--- src/rtl/dmem_arbiter.sv ---
// Two-port round-robin arbiter and access sequencer for a single-port data memory.
// Sub-word stores are performed as a read-modify-write over two memory cycles.
module dmem_arbiter #(
    parameter int ADDR_W = 8,
    parameter int DATA_W = 32
) (
    input  logic              clk,
    input  logic              reset,
    input  logic              p0_valid,
    output logic              p0_ready,
    input  logic              p0_we,
    input  logic [ADDR_W-1:0] p0_addr,
    input  logic [DATA_W-1:0] p0_wdata,
    input  logic [3:0]        p0_be,
    output logic              p0_rvalid,
    output logic [DATA_W-1:0] p0_rdata,
    input  logic              p1_valid,
    output logic              p1_ready,
    input  logic              p1_we,
    input  logic [ADDR_W-1:0] p1_addr,
    input  logic [DATA_W-1:0] p1_wdata,
    input  logic [3:0]        p1_be,
    output logic              p1_rvalid,
    output logic [DATA_W-1:0] p1_rdata,
    output logic              mem_we,
    output logic [ADDR_W-1:0] mem_a,
    output logic [DATA_W-1:0] mem_wd,
    input  logic [DATA_W-1:0] mem_rd,
    output logic              busy
);

    typedef enum logic [1:0] {
        IDLE   = 2'd0,
        ACCESS = 2'd1,
        RMW_WR = 2'd2,
        RESP   = 2'd3
    } state_t;

    localparam logic [ADDR_W-1:0] WORD_MASK = {{(ADDR_W-2){1'b1}}, 2'b00};

    state_t            state_r;
    state_t            state_s;
    logic              rr_ptr_r;
    logic              port_r;
    logic              we_r;
    logic [ADDR_W-1:0] addr_r;
    logic [DATA_W-1:0] wdata_r;
    logic [3:0]        be_r;
    logic [DATA_W-1:0] rdata_r;
    logic [DATA_W-1:0] merge_r;
    logic              grant_s;
    logic              gport_s;
    logic              partial_s;

    function automatic logic [31:0] merge_bytes(input logic [31:0] new_w,
                                                input logic [31:0] old_w,
                                                input logic [3:0]  be);
        logic [31:0] res;
        res = old_w;
        for (int i = 0; i < 4; i++) begin
            if (be[i]) begin
                res[8*i +: 8] = new_w[8*i +: 8];
            end else begin
                res[8*i +: 8] = old_w[8*i +: 8];
            end
        end
        return res;
    endfunction

    // Arbitration: a lone requester wins, otherwise rr_ptr picks the port.
    always_comb begin
        grant_s   = p0_valid | p1_valid;
        partial_s = (be_r != 4'hF) && (be_r != 4'h0);
        if (p0_valid && p1_valid) begin
            gport_s = rr_ptr_r;
        end else begin
            gport_s = p1_valid;
        end
    end

    // State register plus request/response latches.
    always_ff @(posedge clk) begin
        if (!reset) begin
            state_r  <= IDLE;
            rr_ptr_r <= 1'b0;
            port_r   <= 1'b0;
            we_r     <= 1'b0;
            addr_r   <= {ADDR_W{1'b0}};
            wdata_r  <= {DATA_W{1'b0}};
            be_r     <= 4'h0;
            rdata_r  <= {DATA_W{1'b0}};
            merge_r  <= {DATA_W{1'b0}};
        end else begin
            state_r <= state_s;
            case (state_r)
                IDLE: begin
                    if (grant_s) begin
                        port_r   <= gport_s;
                        rr_ptr_r <= ~gport_s;
                        if (gport_s) begin
                            we_r    <= p1_we;
                            addr_r  <= p1_addr & WORD_MASK;
                            wdata_r <= p1_wdata;
                            be_r    <= p1_be;
                        end else begin
                            we_r    <= p0_we;
                            addr_r  <= p0_addr & WORD_MASK;
                            wdata_r <= p0_wdata;
                            be_r    <= p0_be;
                        end
                    end
                end
                ACCESS: begin
                    if (!we_r) begin
                        rdata_r <= mem_rd;
                    end else if (partial_s) begin
                        merge_r <= mem_rd;
                    end
                end
                default: ;
            endcase
        end
    end

    // Next state and outputs; reset gates every strobe so an abort issues nothing.
    always_comb begin
        state_s   = state_r;
        p0_ready  = 1'b0;
        p1_ready  = 1'b0;
        p0_rvalid = 1'b0;
        p1_rvalid = 1'b0;
        p0_rdata  = {DATA_W{1'b0}};
        p1_rdata  = {DATA_W{1'b0}};
        mem_we    = 1'b0;
        mem_a     = {ADDR_W{1'b0}};
        mem_wd    = {DATA_W{1'b0}};
        busy      = (state_r != IDLE);
        case (state_r)
            IDLE: begin
                if (grant_s) begin
                    p0_ready = reset & ~gport_s;
                    p1_ready = reset & gport_s;
                    state_s  = ACCESS;
                end else begin
                    state_s = IDLE;
                end
            end
            ACCESS: begin
                mem_a = addr_r;
                if (we_r && partial_s) begin
                    state_s = RMW_WR;
                end else if (we_r && (be_r == 4'hF)) begin
                    mem_we  = reset;
                    mem_wd  = wdata_r;
                    state_s = RESP;
                end else begin
                    state_s = RESP;
                end
            end
            RMW_WR: begin
                mem_we  = reset;
                mem_a   = addr_r;
                mem_wd  = merge_bytes(wdata_r, merge_r, be_r);
                state_s = RESP;
            end
            RESP: begin
                // Writes always answer with zero data.
                if (port_r) begin
                    p1_rvalid = reset;
                    p1_rdata  = we_r ? {DATA_W{1'b0}} : rdata_r;
                end else begin
                    p0_rvalid = reset;
                    p0_rdata  = we_r ? {DATA_W{1'b0}} : rdata_r;
                end
                state_s = IDLE;
            end
            default: begin
                state_s = IDLE;
            end
        endcase
    end

endmodule

--- config.mk ---
export PLATFORM = sky130hd
export DESIGN_NAME = dmem_arbiter
export DESIGN_NICKNAME = d
export VERILOG_FILES = /design/src/rtl/dmem_arbiter.sv
export SDC_FILE = /design/constraint.sdc
export NUM_CORES = 1
export LEC_CHECK = 0
export ABC_CLOCK_PERIOD_IN_PS = 2200
export CAP_MARGIN = 10
export CORE_MARGIN = 10
export CORE_UTILIZATION = 39
export CTS_CLUSTER_DIAMETER = 40
export CTS_CLUSTER_SIZE = 20
export DETAILED_ROUTE_END_ITERATION = 10
export MAX_ROUTING_LAYER = met4
export PLACE_DENSITY = 0.81
export SETUP_SLACK_MARGIN = 0.02
export SLEW_MARGIN = 10
export SYNTH_ARGS = -nofsm -noshare
export SYNTH_HDL_FRONTEND = slang
export SYNTH_SLANG_ARGS = --single-unit
export TNS_END_PERCENT = 30
--- constraint.sdc ---
create_clock -name clk -period 2.2 [get_ports clk]
set_clock_uncertainty 0.1 [all_clocks]
set_input_delay 0.66 -clock clk [delete_from_list [all_inputs] [get_ports clk]]
set_output_delay 0.66 -clock clk [all_outputs]
set_load 0.02 [all_outputs]
==> impl_results.md, run 1 <==
* Fraction of final layout cells sized beyond drive strength 1 at 31.84%
* Share of async-settable or async-resettable flops after synthesis at 0%
* Per-cell via count in the routed design at 5.172
* DRT iter0 DRCs at 347
* Worst Hold Class: flop to flop
* Area of all sequential standard cells at 0.002227 mm2
* Final worst setup slack at -0.4448 ns
* Max-slew violation count at 0
* Part of the cycle the worst path needs at 120.2%
* Top cell type's share of synthesized area at 39.26%
* Area inside the core boundary at 0.01404 mm2
* Leakage power at approximately 3.8 nW
* First-pass GRT wire length at roughly 32,000 um
* H-tree levels at 3
* Topmost layer with routed signal wires: met4
* Number of top-level pins at approximately 240
* Final-stage net count at 1,040
* Final GP Congestion at 0.8689
* DP Wirelength at 15,580 um
* Final hold vios at 0
* Vertical extent of the die at ~140 um
* Kind of end point of the critical path: output pin
* Area growth from synthesis to layout at 68.17%
* Number of remaining DRC errors at 0
* Measured slew at the worst slew-check pin at 0.7617 ns
* Routed length per instance at 19.23 um
* Count of standard-cell rows at 43
* Ranking of synthesized cells by instance count: nand2_1 (130), dfxtp_1 (111), and2_1 (73), and3_1 (43)
* EDFF count, synth at 0
* Most used flip-flop cell after synthesis: dfxtp_1
* All-layer global routing usage at just over 20%
* Maximum fanout count along the critical path at 8
* Buf/Inv on CP at 5
* Master of the slowest instance on the critical path: dfxtp_2
* Maximum resistive drop on vdd at 557.4 uV
* Fin util at ~68%
* Number of sinks on the clock net at 111
* Average cell area after synthesis at approximately 8.5 um2
* Data arrival time at the worst-slack endpoint at 1.88 ns
* Initial cell density of the core at roughly 40%
* Number of iterations in the first detailed-routing pass at 5
* Count of unique library cells instantiated by Yosys at 40
* Design area at 0.009519 mm2
* Achievable Freq at between 300 and 400 MHz
* Number of flip-flops and latches in the synthesized netlist at 111
* Bufs on Longest Clock Path at 2
* Total met2 wirelength after detailed routing at 9773 um
* Via count of the first global-routing pass at 5,700
* Clock root buffer master: clkbuf_16
* Wire length on met1 at ~10,000 um
* Grt ovf at 0
* PwrDens at 925.0 mW/mm2
* Critical path startpoint category: flop
* Run status: complete, but fails checks
* Netlist area before placement at roughly 0.0057 mm2
* Cells along the critical path: inv_2 > buf_6 > ha_4 > inv_8 > buf_12 > a2111oi_4 > buf_4
* Die outline width at 140.5 um
* Most repeated cell in the gate-level netlist after synthesis: nand2_1
* Number of buffers created by CTS at 9
* Failing checks: negative setup slack
* Max_slew headroom at 49.22%
* Area of the multi-input gates at 0.003784 mm2
* Final worst hold slack at 0.3637 ns
* Routed wl met3 at 858 um
* Routed Antenna Nets at 0
* Cell accounting for the most synthesized area: dfxtp_1
* Largest net degree at the start of global routing at 86
* Cells after Synth at 667
* Largest incremental delay on the critical path at ~0.35 ns
* Final critical path time including I/O delays and setup at 2.645 ns
* CTS tree: built
* Cell types occupying the most area after synthesis: dfxtp_1 (39%), nand2_1 (8.6%), and2_1 (8.1%)
* Count of endpoints failing setup in the final report at 105
* Number of fill cells in the layout at 1,105
* Maximum capacitance violations at 0
* Worst Path Required at approximately 1.4 ns
* Share of the yosys chip area belonging to registers at 39.26%
* Vias after detailed routing at 5,658
* Number of antenna violations at the first check in global routing at 0
* Count of buffers inserted at the top-level ports at 229
* Family of cells with the greatest summed delay on the critical path: buffers and inverters
* Placed instance area at 0.009012 mm2
* Number of warning messages in the yosys log at 0
* Diodes inserted at 0
* Unrepaired setup endpoints after global routing: yes
* Clock network latency to the later pin of the worst-skew pair at 0.35 ns
* Total detailed-routing wirelength at 21,040 um
* Die area at 0.01973 mm2
* Type of the setup path with the least slack: flop to output pin
* Clk slew on worst S/H paths at 0.08 ns
layout by cell type, fill, tap and decap left out, drive strengths merged, types with 3 or more instances in the layout:
| cell | instances |
|---|---|
| nand2b | 7 |
| and3 | 43 |
| a221o | 41 |
| a2111oi | 31 |
| a21oi | 36 |
| nand2 | 130 |
| mux2i | 32 |
| clkbuf | 11 |
| ha | 4 |
| and2 | 73 |
| dfxtp | 111 |
| inv | 37 |
| nor2b | 3 |
| clkdlybuf4s50 | 118 |
| buf | 177 |
| a21boi | 33 |
path summary, 6_finish.rpt:
check | from | endpoint | slack [ns] | cells after the start
hold reg to reg | merge_r[12] | merge_r[12] | 0.36 | 2
setup reg to reg | be_r[2] | state_r[0] | 0.38 | 5
hold / removal | merge_r[12] | merge_r[12] | 0.36 | 2
setup / recovery | state_r[1] | mem_wd[6] | -0.44 | 7
routing by layer:
metal / global-route usage, % / vias up
li1: - / 2797
met4: 6.576 / 0
met2: 31.67 / 157
met1: 27.44 / 2684
met3: 3.110 / 20
met5: - / -
worst min-delay path, delay by kind of cell, from the launching register on:
kind          cells  cell delay, ns
flops             1            0.32
simple gates      1            0.05
mux               1            0.05
state kept, by name, indices dropped and copies added, names as in the netlist:
signal    cells
merge_r      32
rdata_r      32
wdata_r      32
addr_r        6
be_r          4
state_r       2
port_r        1
rr_ptr_r      1
we_r          1
layout make-up:
cell class,count,share of cell area (%)
clock buffers,10,2.511
clock inverters,5,0.4338
inverters,35,1.459
multi-input cells,456,39.75
flip-flops and latches,111,23.40
well taps,180,2.366
repair buffers,297,30.09
per-stage QoR:
stage          cells  setup TNS, ns  power (mW)  setup WS (ns)
5_1_grt         1094         -43.99       9.225        -0.4967
3_3_place_gp    1066         -56.61       6.599        -0.7851
6_report        1094         -38.65       8.805        -0.4448
4_1_cts         1090         -31.26       8.717        -0.4295
3_5_place_dp    1066         -60.33       6.671        -0.7928
2_1_floorplan    668      -0.002572       5.170      -0.001286
power by group:
group	leakage, nW	internal (mW)	switching, mW
clock	0.137	0.806	0.770
sequential	0.907	2.40	0.267
combinational	2.73	2.07	2.49
logic make-up after synthesis:
| family | synth area share (%) |
|---|---|
| mux | 5.659 |
| compound gates | 21.44 |
| other cells | 0.06625 |
| flops | 39.26 |
| fa+ha+maj | 0.8842 |
| simple gates | 24.23 |
| buf+inv | 8.466 |
repair_timing:
item                                    in CTS  in global routing
hold buffers                                 0                  0
pin swaps                                   25                 11
endpoints found under the setup margin     108                108
gates resized for setup                    562                 86
cloned                                       3                  0
setup buffers                                7                  4
(Power assumes the default switching activity.)
==> inputs of run 2 (changes only) <==
--- a/config.mk
+++ b/config.mk
@@ -14,6 +14,7 @@
 export DETAILED_ROUTE_END_ITERATION = 10
 export MAX_ROUTING_LAYER = met4
 export PLACE_DENSITY = 0.81
+export REMOVE_ABC_BUFFERS = 1
 export SETUP_SLACK_MARGIN = 0.02
 export SLEW_MARGIN = 10
 export SYNTH_ARGS = -nofsm -noshare
==> run 2 against run 1 <==
Compared with the run above:
- the run still ends with negative setup slack left
- sequential share of layout area rose by 0.92 points
- fmax fell by 1.7%
- final cell count is 0.27% lower
- core utilization down 2.4 points
- flip-flop and latch count unchanged
- final area is 3.6% lower
- worst hold slack lost 0.0019 ns
- first-iteration DRC count is 13% lower
- worst setup slack got worse by 0.045 ns
- clock power up 21%
- critical path type unchanged
- highest routed layer unchanged
==> impl_results.md, run 2 (synthesized netlist as in run 1, its figures left out) <==
* All-layer global routing usage at 21.14% (+0.43 points)
* Max-slew violation count at 0 (unchanged)
* Number of antenna violations at the first check in global routing at 0 (unchanged)
* Initial cell density of the core at 40.31% (unchanged)
* Failing checks: negative setup slack
* Count of standard-cell rows at 43 (unchanged)
* Unrepaired setup endpoints after global routing: yes
* Routed Antenna Nets at 0 (unchanged)
* Bufs on Longest Clock Path at 2 (unchanged)
* Count of endpoints failing setup in the final report at 105 (unchanged)
* PwrDens at 966.3 mW/mm2 (+4.5%)
* Data arrival time at the worst-slack endpoint at 1.93 ns (+0.05 ns)
* Number of iterations in the first detailed-routing pass at 6 (+1)
* Die outline width at 140.5 um (unchanged)
* Area inside the core boundary at 0.01404 mm2 (unchanged)
* # placed instances at 1,061 (-0.47%)
* Clock root buffer master: clkbuf_16
* Worst Path Required at 1.44 ns (about the same)
* H-tree levels at 3 (unchanged)
* Number of sinks on the clock net at 111 (unchanged)
* DRT iter0 DRCs at 303 (-13%)
* Tot Pwr at 8.871 mW (+0.75%)
* CTS tree: built
* Number of hold buffers added after CTS at 0 (unchanged)
* Max_slew headroom at 57.20% (+8.0 points)
* Wire length on met1 at 9522 um (-5.1%)
* Clock network latency to the later pin of the worst-skew pair at 0.35 ns (about the same)
* Die area at 0.01973 mm2 (unchanged)
* DP Wirelength at 15,230 um (-2.2%)
* Final worst setup slack at -0.4897 ns (-0.04497 ns)
* Worst Hold Class: flop to flop
* Final critical path time including I/O delays and setup at 2.690 ns (+0.04497 ns)
* Final hold vios at 0 (unchanged)
* Number of remaining DRC errors at 0 (unchanged)
* Clk slew on worst S/H paths at 0.07 ns (about the same)
* Largest net degree at the start of global routing at 72 (-16%)
* Total detailed-routing wirelength at 21,840 um (+3.8%)
* Vias after detailed routing at 5,816 (+2.8%)
* Part of the cycle the worst path needs at 122.3% (+2.0 points)
* Measured slew at the worst slew-check pin at 0.6420 ns (-0.1197 ns)
* Final-stage net count at 1,035 (-0.48%)
* Final GP Congestion at 0.9178 (+5.6%)
* Run status: complete, but fails checks
* Number of top-level pins at 236 (unchanged)
* Routed length per instance at 20.02 um (+4.1%)
* Maximum resistive drop on vdd at 582.6 uV (+4.5%)
* First-pass GRT wire length at 32,580 um (+1.4%)
* Largest registers ranked by flip-flop count: merge_r (32), rdata_r (32), wdata_r (32)
* Number of buffers created by CTS at 9 (unchanged)
* Kind of end point of the critical path: output pin
* Maximum fanout count along the critical path at 7 (-1)
* Commonest cells after routing, fill and taps aside: nand2_1 (130), buf_4 (120), clkdlybuf4s50_1 (118)
* Critical path startpoint category: flop
* Type of the setup path with the least slack: flop to output pin
* Most common library cell in the layout ignoring fill and taps: nand2_1
* Area growth from synthesis to layout at 62.18%
* Vertical extent of the die at 140.5 um (unchanged)
* Fraction of final layout cells sized beyond drive strength 1 at 27.39% (-4.4 points)
* Per-cell via count in the routed design at 5.331 (+3.1%)
* Routed wl met3 at 1872 um (+120%)
* Topmost layer with routed signal wires: met4
* Number of fill cells in the layout at 1,167 (+5.6%)
* Grt ovf at 0 (unchanged)
* Final std cells w/o fill at 1,091 (-0.27%)
* Maximum capacitance violations at 0 (unchanged)
* Achievable Freq at 371.8 MHz (-1.7%)
* Leakage power at 3.711 nW (-1.7%)
* Via count of the first global-routing pass at 5,870 (+3.0%)
* Total met2 wirelength after detailed routing at 10,120 um (+3.6%)
* Count of buffers inserted at the top-level ports at 229 (unchanged)
==> run 2: worst paths after layout <==
check,from,end,slack (ns),depth (start not counted)
min,merge_r[29],merge_r[29],0.36,2
max,state_r[0],mem_wd[11],-0.49,7
max reg2reg,be_r[2],merge_r[0],0.36,6
min reg2reg,merge_r[29],merge_r[29],0.36,2
==> run 2: worst max-delay path, cell delays in order (launching register included) <==
cell and delay (ns):
dfxtp_4 0.39, inv_4 0.05, ha_4 0.31, inv_8 0.07, buf_8 0.15, a2111oi_4 0.32, buf_4 0.17, buf_6 0.12
==> run 2: layout make-up <==
class	count	area [um2]	area share [%]
multi-input combinational	456	3545	38.61
timing repair buffer	291	2676	29.15
sequential	111	2232	24.32
clock buffer	12	256.5	2.794
tap	180	225.2	2.453
inverter	35	143.9	1.567
clock inverter	3	90.09	0.9813
timing repair inverter	1	6.256	0.06815
antenna	2	5.005	0.05452
==> run 2: through the flow <==
| stage | instance area, um2 | setup WS, ns | hold WS [ns] | util (%) | setup TNS (ns) |
|---|---|---|---|---|---|
| 5_1_grt | 9175 | -0.5473 | 0.3830 | 65.34 | -44.31 |
| 3_5_place_dp | 8302 | -0.8193 | 0.3545 | 59.12 | -58.56 |
| 6_report | 9180 | -0.4897 | 0.3617 | 65.37 | -38.00 |
| 4_1_cts | 8880 | -0.4519 | 0.3655 | 63.24 | -36.41 |
| 3_3_place_gp | 8302 | -0.7472 | 0.3460 | 59.12 | -51.34 |
| 2_1_floorplan | 5316 | -1.114 | 0.3323 | - | -112.89 |
==> run 2: layer usage <==
metal / vias to the layer above / track usage, %
li1: 2808 / -
met1: 2744 / 25.96
met4: 0 / 5.652
met3: 24 / 6.288
met5: - / -
met2: 240 / 33.08
==> run 2: timing repair <==
item / in CTS / in global routing
pin swaps: 9 / 12
resized for setup: 606 / 53
setup endpoints to repair: 108 / 107
buffers inserted: 5 / 3
cloned: 3 / 2
==> run 2: report_power, final <==
| group | total (mW) | internal [mW] | switching (mW) |
|---|---|---|---|
| registers | 2.67 | 2.41 | 0.259 |
| clock network | 1.91 | 1.17 | 0.744 |
| logic | 4.29 | 1.89 | 2.40 |
==> edit: new RTL, settings of run 1 <==
Re-encode `state_t` (4 states) as one-hot, 4 bits wide.
--- a/src/rtl/dmem_arbiter.sv
+++ b/src/rtl/dmem_arbiter.sv
@@ -31,7 +31,7 @@
 
-    typedef enum logic [1:0] {
-        IDLE   = 2'd0,
-        ACCESS = 2'd1,
-        RMW_WR = 2'd2,
-        RESP   = 2'd3
+    typedef enum logic [3:0] {
+        IDLE   = 4'b0001,
+        ACCESS = 4'b0010,
+        RMW_WR = 4'b0100,
+        RESP   = 4'b1000
     } state_t;
Check against the original RTL: no difference found for any inputs over 10 cycles, from zero or initial values and one cycle with reset low; not proved beyond that.
==> edit against run 1 <==
  * The run still ends with setup timing left
  * Synthesized cell count decreased by 10%
  * Wire length up 4.4%
  * Worst setup slack worse by 180 ps
  * Fmax shrank 6.4%
  * Sequential cell count increased by 2
  * Synthesized area is 4.3% lower
  * Worst hold slack improved by 0.98 ps
  * Design area rose by 2.6%
Power is not compared: it rests on default switching activity, and its combinational part moved more than twofold at a synthesized area within 25%.
==> edit: results (changes against run 1) <==
The slack of the critical path is -626 ps (-181 ps). The count of different cell masters after synthesis is 35 (-13%). The flow ran to the end, but the final reports show violations. The depth of the most critical reg-to-reg path is 9 (+4). The synthesized-area fraction occupied by ao, oa, aoi and oai cells was 0.207 (-0.00730). The total of warnings raised by yosys was 0 (unchanged).

The endpoint arrival time on the critical path is 2070 ps (+190 ps). The routability congestion estimate was 0.844 (-2.9%). The global-route wire length before repair is 31.4 mm (-2.4%). The net count reported at finish came out at 984 (-5.4%). The initial antenna violation count came out at 0 (unchanged). The cell family contributing the most delay on the critical path is simple AND/OR/NAND/NOR gates. The number of setup violations in the final report is 145 (+38%). The half-perimeter wire length after placement came out at 15.2 mm (-2.7%). The per-cell routed wire length is 20.9 µm (+8.7%).

The latest clock arrival within the worst-skew pair is 410 ps (+60 ps). The pin slew with the least headroom to its limit is 942 ps (+180 ps). The placement-stage worst setup slack came out at -693 ps (+99.6 ps). The share of the yosys chip area belonging to registers is 0.417 (+0.0249). The most common cell in the synthesized netlist is sky130_fd_sc_hd__dfxtp_1. The worst register-to-register path ends at wdata_r[25]$_SDFFE_PN0N_. The number of global-route vias before repair is 5644 (-0.98%).

The checks that failed: setup timing. The maximum number of pins on one net before global-route repair is 110 (+28%). On the critical path, the stage with the largest delay is an instance of sky130_fd_sc_hd__or4b_4. The internal reg-to-reg setup slack came out at -50 ps (-430 ps). The total wire length after detailed routing came out at 22.0 mm (+4.4%).

The H-tree depth reported by CTS is 4 (+1). The number of placed instances, taps included is 987 (-7.4%). The reg-to-reg critical path startpoint is state_r[3]$_SDFF_PN0_. The largest stage delay on the critical path came out at 620 ps (+270 ps).

The depth of the worst hold-timing path is 2 (unchanged). The post-CTS clock slew at the launch and capture registers of the worst setup and hold paths is 50 ps (-30 ps). The number of vias after detailed routing is 5772 (+2.0%). The overall track demand over capacity in global routing is 0.216 (+0.00857). The share of layout cells above drive strength 1 is 0.382 (+0.0639). The worst hold path terminates at merge_r[29]$_SDFFE_PN0P_. The instance count of the mapped netlist came out at 598 (-10%). In this run the most critical hold path is launched from merge_r[29]$_SDFFE_PN0P_. The post-synthesis mux area share was 0.0591 (+0.00252). After synthesis, the most frequently instantiated cells are sky130_fd_sc_hd__dfxtp_1 (113), sky130_fd_sc_hd__and2_1 (65), sky130_fd_sc_hd__nand2_1 (64).

By area the synthesized netlist is led by sky130_fd_sc_hd__dfxtp_1 (42%), sky130_fd_sc_hd__a221o_1 (7.9%), sky130_fd_sc_hd__and2_1 (7.5%), sky130_fd_sc_hd__and4_1 (7.1%), sky130_fd_sc_hd__mux2i_1 (5.9%). The violation count after the first detailed-routing iteration came out at 386 (+11%). The number of CTS-inserted buffers was 17 (+8). The adder and majority gate portion of the synthesized area is 0 (-0.00884).
[edit: repair_timing]
item	CTS	global route
gates resized for setup	635	65
pin swaps	13	38
cloned	0	5
setup endpoints to repair	163	184
setup buffers	15	12
[edit: worst max-delay path by stage]
stage	slack, ps	depth (start not counted)	to
finish	-630	5	mem_wd[29]
global route	-660	5	mem_wd[29]
CTS	-610	5	p0_rdata[1]
detailed placement	-690	4	p0_ready
global placement	-660	5	p1_ready
floorplan	-90	5	mem_wd[0]
[edit: per-layer routing]
| layer | wire [µm] | track usage | vias up |
|---|---|---|---|
| met5 | 0 | - | - |
| met4 | 558 | 0.0829 | 0 |
| met3 | 1450 | 0.0533 | 40 |
| met2 | 10800 | 0.339 | 246 |
| met1 | 9120 | 0.262 | 2747 |
| li1 | - | - | 2739 |
[edit: layout make-up]
| class | instances | area, µm² |
|---|---|---|
| clock buffer | 24 | 502 |
| clock inverter | 8 | 101 |
| fill | 970 | 3960 |
| inverter | 4 | 15.0 |
| multi-input combinational | 419 | 3400 |
| sequential | 113 | 2270 |
| tap | 180 | 225 |
| timing repair buffer | 303 | 3240 |
[edit: power breakdown]
part | total [mW] | internal [mW] | switching [mW] | leakage [nW]
Combinational | 0.910 | 0.475 | 0.435 | 2.82
Clock | 2.77 | 1.81 | 0.954 | 0.288
Sequential | 2.31 | 2.19 | 0.120 | 0.921
[edit: worst min-delay path, cell delays in order (launching register included)]
cell	delay, ps
sky130_fd_sc_hd__dfxtp_1	310
sky130_fd_sc_hd__nand2_1	50
sky130_fd_sc_hd__mux2i_1	50
[edit: stage by stage]
step	area (µm²)	power (mW)	hold WS (ps)	util	setup TNS, ps
6_report	9760	5.99	365	0.712	-57830
5_1_grt	9760	6.19	389	0.712	-67070
4_1_cts	9420	5.98	371	0.686	-52710
3_5_place_dp	8460	3.19	354	0.616	-71350
3_3_place_gp	8460	3.15	352	0.616	-65130
2_1_floorplan	5880	2.74	335	-	-5840
[edit: logic make-up after synthesis]
family                 count (synthesis)
other                                  1
DFF                                  113
buffers and inverters                 67
AOI/OAI and AO/OA                    150
and+or+nand+nor                      235
muxes                                 32
